**src/rtl/instr_fetch_unit_pkg.sv**
```systemverilog
// Shared fetch-side definitions: default widths, PC increment and FSM state
// encoding. Imported by the fetch unit and by decode-side blocks that need to
// interpret fetch state.
package instr_fetch_unit_pkg;

  localparam int unsigned ADDR_WIDTH  = 24;
  localparam int unsigned DATA_WIDTH  = 32;
  localparam int unsigned INSTR_BYTES = 4;

  typedef enum logic [1:0] {
    ST_IDLE  = 2'd0,
    ST_REQ   = 2'd1,
    ST_DRAIN = 2'd2
  } fetch_state_e;

endpackage

```
**src/rtl/instr_fetch_unit_fetch_buf.sv**
```systemverilog
// fetch_buf: 2-entry FIFO of {addr, data} feeding decode.
// Ports:
//   clock, reset       : clock, asynchronous active-high reset
//   i_push, i_push_*   : write one {addr, data} entry
//   i_pop              : remove head entry
//   i_flush            : empty the buffer (wins over push/pop)
//   o_count            : number of valid entries (0..2)
//   o_valid            : buffer non-empty
//   o_head_addr/_data  : head entry
module fetch_buf #(
  parameter int unsigned AddrWidth = 24,
  parameter int unsigned DataWidth = 32
) (
  input  logic                 clock,
  input  logic                 reset,
  input  logic                 i_push,
  input  logic [AddrWidth-1:0] i_push_addr,
  input  logic [DataWidth-1:0] i_push_data,
  input  logic                 i_pop,
  input  logic                 i_flush,
  output logic [1:0]           o_count,
  output logic                 o_valid,
  output logic [AddrWidth-1:0] o_head_addr,
  output logic [DataWidth-1:0] o_head_data
);

  logic [AddrWidth-1:0] r_addr [2];
  logic [DataWidth-1:0] r_data [2];
  logic [1:0]           r_count;
  logic                 w_push;
  logic                 w_pop;

  // Slot 0 is always the head; a pop shifts slot 1 down.
  assign w_push = i_push & (r_count != 2'd2);
  assign w_pop  = i_pop  & (r_count != 2'd0);

  always_ff @(posedge clock or posedge reset) begin
    if (reset) begin
      r_count   <= '0;
      r_addr[0] <= '0;
      r_addr[1] <= '0;
      r_data[0] <= '0;
      r_data[1] <= '0;
    end else if (i_flush) begin
      r_count <= '0;
    end else begin
      case ({w_push, w_pop})
        2'b10: begin
          if (r_count == 2'd0) begin
            r_addr[0] <= i_push_addr;
            r_data[0] <= i_push_data;
          end else begin
            r_addr[1] <= i_push_addr;
            r_data[1] <= i_push_data;
          end
          r_count <= r_count + 2'd1;
        end
        2'b01: begin
          r_addr[0] <= r_addr[1];
          r_data[0] <= r_data[1];
          r_count   <= r_count - 2'd1;
        end
        2'b11: begin
          if (r_count == 2'd1) begin
            r_addr[0] <= i_push_addr;
            r_data[0] <= i_push_data;
          end else begin
            r_addr[0] <= r_addr[1];
            r_data[0] <= r_data[1];
            r_addr[1] <= i_push_addr;
            r_data[1] <= i_push_data;
          end
        end
        default: ;
      endcase
    end
  end

  assign o_count     = r_count;
  assign o_valid     = (r_count != 2'd0);
  assign o_head_addr = r_addr[0];
  assign o_head_data = r_data[0];

endmodule

```
**src/rtl/instr_fetch_unit.sv**
```systemverilog
// instr_fetch_unit: fetch stage downstream of the PC register. Issues one read
// per request on the mem handshake, buffers returned words (2 entries) for
// decode and drives the PC load interface (increment or redirect target).
// Ports: clock/reset (async, active-high); run; pc_in; pc_load_en/pc_next;
//   mem_req/mem_addr/mem_ack/mem_data; redirect_en/redirect_pc;
//   ir_valid/ir_data/ir_pc/ir_ready; fetch_fault.
// Build option: ALIGN_CHECK_EN -- a misaligned redirect sets a sticky
//   fetch_fault and halts further fetching; otherwise fetch_fault is 0.
module instr_fetch_unit
  import instr_fetch_unit_pkg::*;
#(
  parameter int unsigned AddrWidth  = ADDR_WIDTH,
  parameter int unsigned DataWidth  = DATA_WIDTH,
  parameter int unsigned InstrBytes = INSTR_BYTES
) (
  input  logic                 clock,
  input  logic                 reset,
  input  logic                 run,
  input  logic [AddrWidth-1:0] pc_in,
  output logic                 pc_load_en,
  output logic [AddrWidth-1:0] pc_next,
  output logic                 mem_req,
  output logic [AddrWidth-1:0] mem_addr,
  input  logic                 mem_ack,
  input  logic [DataWidth-1:0] mem_data,
  input  logic                 redirect_en,
  input  logic [AddrWidth-1:0] redirect_pc,
  output logic                 ir_valid,
  output logic [DataWidth-1:0] ir_data,
  output logic [AddrWidth-1:0] ir_pc,
  input  logic                 ir_ready,
  output logic                 fetch_fault
);

  fetch_state_e         r_state, w_state_nxt;
  logic                 r_mem_req, w_mem_req_nxt;
  logic [AddrWidth-1:0] r_mem_addr, w_mem_addr_nxt;
  logic [AddrWidth-1:0] r_pc_next, w_pc_next_nxt;
  logic                 r_pc_load_en, w_pc_load_en_nxt;
  logic                 r_fault, w_fault_nxt;
  logic                 w_push, w_pop, w_flush;
  logic                 w_misaligned;
  logic [1:0]           w_count;

`ifdef ALIGN_CHECK_EN
  assign w_misaligned = |(redirect_pc & AddrWidth'(InstrBytes - 1));
  assign fetch_fault  = r_fault;
`else
  assign w_misaligned = 1'b0;
  assign fetch_fault  = 1'b0;
`endif

  assign w_flush = redirect_en;
  assign w_pop   = ir_valid & ir_ready;

  always_ff @(posedge clock or posedge reset) begin
    if (reset) begin
      r_state      <= ST_IDLE;
      r_mem_req    <= 1'b0;
      r_mem_addr   <= '0;
      r_pc_next    <= '0;
      r_pc_load_en <= 1'b0;
      r_fault      <= 1'b0;
    end else begin
      r_state      <= w_state_nxt;
      r_mem_req    <= w_mem_req_nxt;
      r_mem_addr   <= w_mem_addr_nxt;
      r_pc_next    <= w_pc_next_nxt;
      r_pc_load_en <= w_pc_load_en_nxt;
      r_fault      <= w_fault_nxt;
    end
  end

  always_comb begin
    w_state_nxt      = r_state;
    w_mem_req_nxt    = r_mem_req;
    w_mem_addr_nxt   = r_mem_addr;
    w_pc_next_nxt    = r_pc_next;
    w_pc_load_en_nxt = 1'b0;
    w_fault_nxt      = r_fault;
    w_push           = 1'b0;

    // Redirect loads the PC from any state; a misaligned one faults instead.
    if (redirect_en) begin
      if (w_misaligned) begin
        w_fault_nxt = 1'b1;
      end else begin
        w_pc_next_nxt    = redirect_pc;
        w_pc_load_en_nxt = 1'b1;
      end
    end

    case (r_state)
      ST_IDLE: begin
        if (!redirect_en && run && (w_count < 2'd2) && !r_fault) begin
          w_state_nxt    = ST_REQ;
          w_mem_req_nxt  = 1'b1;
          w_mem_addr_nxt = pc_in;
        end
      end
      ST_REQ: begin
        if (mem_ack) begin
          w_state_nxt   = ST_IDLE;
          w_mem_req_nxt = 1'b0;
          if (!redirect_en) begin
            w_push           = 1'b1;
            w_pc_next_nxt    = r_mem_addr + AddrWidth'(InstrBytes);
            w_pc_load_en_nxt = 1'b1;
          end
        end else if (redirect_en) begin
          // Request cannot be withdrawn; finish it and drop the data.
          w_state_nxt = ST_DRAIN;
        end
      end
      ST_DRAIN: begin
        if (mem_ack) begin
          w_state_nxt   = ST_IDLE;
          w_mem_req_nxt = 1'b0;
        end
      end
      default: begin
        w_state_nxt   = ST_IDLE;
        w_mem_req_nxt = 1'b0;
      end
    endcase
  end

  fetch_buf #(
    .AddrWidth(AddrWidth),
    .DataWidth(DataWidth)
  ) u_buf (
    .clock       (clock),
    .reset       (reset),
    .i_push      (w_push),
    .i_push_addr (r_mem_addr),
    .i_push_data (mem_data),
    .i_pop       (w_pop),
    .i_flush     (w_flush),
    .o_count     (w_count),
    .o_valid     (ir_valid),
    .o_head_addr (ir_pc),
    .o_head_data (ir_data)
  );

  assign mem_req    = r_mem_req;
  assign mem_addr   = r_mem_addr;
  assign pc_next    = r_pc_next;
  assign pc_load_en = r_pc_load_en;

endmodule

```
**config.mk**
```make
export PLATFORM = sky130hd
export DESIGN_NAME = instr_fetch_unit
export DESIGN_NICKNAME = d
export VERILOG_FILES = /design/src/rtl/instr_fetch_unit_pkg.sv /design/src/rtl/instr_fetch_unit_fetch_buf.sv /design/src/rtl/instr_fetch_unit.sv
export SDC_FILE = /design/constraint.sdc
export NUM_CORES = 1
export LEC_CHECK = 0
export ABC_AREA = 1
export CORE_ASPECT_RATIO = 1.75
export CORE_MARGIN = 5
export CORE_UTILIZATION = 54
export CTS_CLUSTER_DIAMETER = 40
export DETAILED_ROUTE_END_ITERATION = 12
export MAX_ROUTING_LAYER = met4
export PLACE_DENSITY = 0.86
export RECOVER_POWER = 50
export REMOVE_ABC_BUFFERS = 1
export SLEW_MARGIN = 0
export SYNTH_ARGS = -nofsm -noshare
export SYNTH_HDL_FRONTEND = slang
export SYNTH_SLANG_ARGS = --single-unit
```
**constraint.sdc**
```tcl
create_clock -name clock -period 11.1 [get_ports clock]
set_input_delay 2.22 -clock clock [delete_from_list [all_inputs] [get_ports clock]]
set_output_delay 2.22 -clock clock [all_outputs]
set_load 0.02 [all_outputs]
```
==> summary.md <==
| Metric | Value |
|---|---|
| Status | complete, but fails checks |
| Failing checks | capacitance limit, slew limit |
| RSZ-0062 raised after global routing | false |
| Commonest non-fill, non-tap cell in the layout | nand2_1 |
| Die area | ~18000 sq um |
| Cell Area, Placed | 9618 sq um |
| Final Wtd Congestion | 0.8631 |
| Final hold violations | 0 |
| Skew final | roughly 0.013 ns |
| Startpoint types | input port |
| Worst path arrival time | around 7 ns |
| Initial antenna violation count | 1 |
| # rows | 59 |
| GRT overflow | 0 |
| Port bufs | between 150 and 200 |
| Die width | approximately 100 um |
| GRT Total Usage | 0.2543 |
| Crit path buffers/inverters | 5 |
| HPWL after DPL | 14400 um |
| CTS tree | yes |
| Nets | ~1.2k |
| Critical-path cell list | dlygate4sd3_1 > clkbuf_1 > inv_1 > nand2_1 > nor2_1 > nand2_2 > a21oi_4 > buf_4 > inv_2 > nand2_1 > nand2_1 |
| CTS root buffer | clkbuf_16 |
| Total chip power | about 0.0029 W |
| Final WS setup | 4.563 ns |
| Sequential area share after synthesis | 0.5108 |
| Largest net degree at the start of global routing | 113 |
| Most frequent cells in the layout | nand2_1 (321), dfrtp_1 (166), dlygate4sd3_1 (99) |
| CP max stage cell | clkbuf_1 |
| Final min period | roughly 6.5 ns |
| Final antenna-violating net count | 0 |
| Post-CTS Setup Inserts | 0 |
| WP data required | between 10 and 15 ns |
| TNS Setup | 0 ns |
| LEAKAGE | ~5 nW |
| Sw Pwr | approximately 0.0012 W |
| H-tree depth | 4 |
| Number of global-route vias before repair | 6772 |
| Final Instance Area | between 10000 and 15000 sq um |
| Int Pwr | between 0.0015 and 0.002 W |
| Critical path peak fanout | 57 |
| F_max | about 150 MHz |
| Routed via count | around 7k |
| VDD IR max | between 150 and 200 uV |
| Clock share of power | 0.210 |
| Sw frac | 0.4117 |
| DR WL/cell | ~17 um |
| Dpl ws | ~5.7 ns |
| Post-CTS Resized | 0 |
| I/O pin count | 194 |
| Mean area per synthesized cell | 8.332 sq um |
| Critical path's top delay family | buffers and inverters |
| Kind of critical path | input port to flip-flop |
| Tcrit/Tclk final | 0.5889 |
| Final WL | 21420 um |
| Clock slew seen by the registers of the worst setup and hold paths | around 0.060 ns |
| DRT Pass-1 Iters | 5 |
| Worst Setup End Kind | flip-flop |
| Share of the synthesized area in the top cell type | 0.5108 |
| Warnings from Yosys | 0 |
| Core box area | between 10000 and 15000 sq um |
| Flops & latches, synth | between 150 and 200 |
| Clock sink count | 166 |
| Part of the power in registers | 0.372 |
| Combinational share of power | 0.418 |
| Via-per-instance ratio | about 5.4 |
| Final setup vio count | 0 |
| Pwr Density | between 200 and 300 nW/um^2 |
| CP dominant cell by count | nand2_1 |
| Max cap viols | 1 |
| Remaining DRCs | 0 |
| Maximum clock insertion buffer count | 2 |
| Hold Buf Count CTS | 0 |
| Initial Util | 0.5480 |
| Die Y | ~170 um |
| Leading area contributor after synthesis | dfrtp_1 |
| Slew @ Worst Pin | approximately 4.2 ns |
| Syn-to-layout area delta | 25.43% |
| Total CTS buffers | 17 |
| Cell Area, Synth | ~8100 sq um |
| First-pass GRT wire length | between 30000 and 40000 um |
| Synth top area cells | dfrtp_1 (51%), nand2_1 (15%), buf_4 (5.8%), o211ai_1 (4.6%), o21ai_0 (4.5%) |
| HP Class | flip-flop to flip-flop |
| Clk_lat worst skew | around 0.42 ns |
| Mapped Cells | slightly below 1k |
| Slew margin rel. | -1.823 |
| Iter 0 DRT Violations | approximately 480 |
| Max-slew violation count | 98 |
| Yosys cell types | 30 |
| Layout cells sized above 1 | 0.04645 |
| Max stage delay on crit path | a little under 1 ns |
## registers in the layout, indices dropped and copies added, names as in the netlist
name / count
pc_load_en: 1
mem_req: 1
u_buf.r_data: 32
mem_addr: 24
u_buf.r_addr: 24
pc_next: 24
r_state: 2
u_buf.o_head_addr: 24
u_buf.o_head_data: 32
u_buf.o_count: 2
## metrics by stage
stage          hold WS [ns]  instances    util
2_1_floorplan        0.4535        872       -
3_3_place_gp         0.4627       1250  0.6482
3_5_place_dp         0.4642       1250  0.6482
4_1_cts              0.4833       1281  0.6886
5_1_grt              0.5005       1283  0.6874
6_report             0.4748       1283  0.6874
## logic make-up (layout without fill, tap and decap cells)
logic type / count (synthesis) / after routing / share of synthesized area
AOI/OAI and AO/OA: 187 / 187 / 0.1445
xor gates and xnor gates: 3 / 3 / 0.003232
adders and majority gates: 7 / 7 / 0.01077
buffers and inverters: 189 / 311 / 0.1269
DFF: 166 / 166 / 0.5108
other: 1 / 3 / 0.0004612
and+or+nand+nor: 423 / 423 / 0.2033
## power by group through the flow
stage                     registers [W]  clock network [W]  logic (W)
after detailed placement        0.00107                  0    0.00125
final                           0.00106           0.000600    0.00119
after floorplan                 0.00124                  0   0.000506
after CTS                       0.00107           0.000608    0.00126
after global routing            0.00110           0.000634    0.00132
after global placement          0.00107                  0    0.00121
## worst register-to-register path, delay by kind of cell, from the launching register on
family / cells / cell delay, ns
fa+ha+maj: 1 / 0.28
flops: 1 / 0.40
compound gates: 1 / 0.13
simple gates: 6 / 1.43
buf+inv: 4 / 1.47
## routing by layer
layer,part of all wire,vias to the layer above,GRT usage
met5,0,-,-
met4,0.052,0,0.1437
met1,0.39,3270,0.3065
met3,0.052,73,0.03593
li1,-,3306,-
met2,0.50,289,0.4063
## area by class of cell
class / count / area [sq um]
Timing Repair Buffer: 195 / 1941
Inverter: 85 / 321.6
Fill cell: 1163 / 4638
Clock inverter: 11 / 142.6
Multi-Input combinational cell: 621 / 2950
Sequential cell: 166 / 4154
Tap cell: 183 / 229.0
Antenna cell: 2 / 5.005
Clock buffer: 20 / 456.7
## final timing paths
kind	startpoint	to	slack [ns]	depth (start not counted)
worst max-delay path	redirect_en	u_buf.o_head_addr[17]	4.56	11
worst min-delay path	u_buf.o_head_addr[11]	u_buf.o_head_addr[11]	0.47	2
worst max register to register	r_state[1]	u_buf.o_head_addr[17]	7.26	12
worst min register to register	u_buf.o_head_addr[11]	u_buf.o_head_addr[11]	0.47	2
max in group asynchronous	reset	u_buf.r_addr[19]	5.27	3
min in group asynchronous	reset	u_buf.r_data[28]	3.56	2
## synthesized netlist by cell type
cell,count
a21oi_1,42
a21oi_4,1
a22o_1,4
buf_1,1
buf_2,14
buf_4,63
buf_6,9
clkbuf_1,17
clkinv_2,1
conb_1,1
dfrtp_1,166
ha_1,7
inv_1,82
inv_2,2
nand2_1,322
nand2_2,2
nand2_4,1
nand3_1,30
nand3b_1,1
nand4_1,1
nor2_1,64
nor2_4,1
nor3_1,1
o211ai_1,50
o211ai_2,10
o21ai_0,73
o21bai_1,2
o22ai_1,4
o31ai_1,1
xor2_1,3
Power figures use the tool's default switching activity.
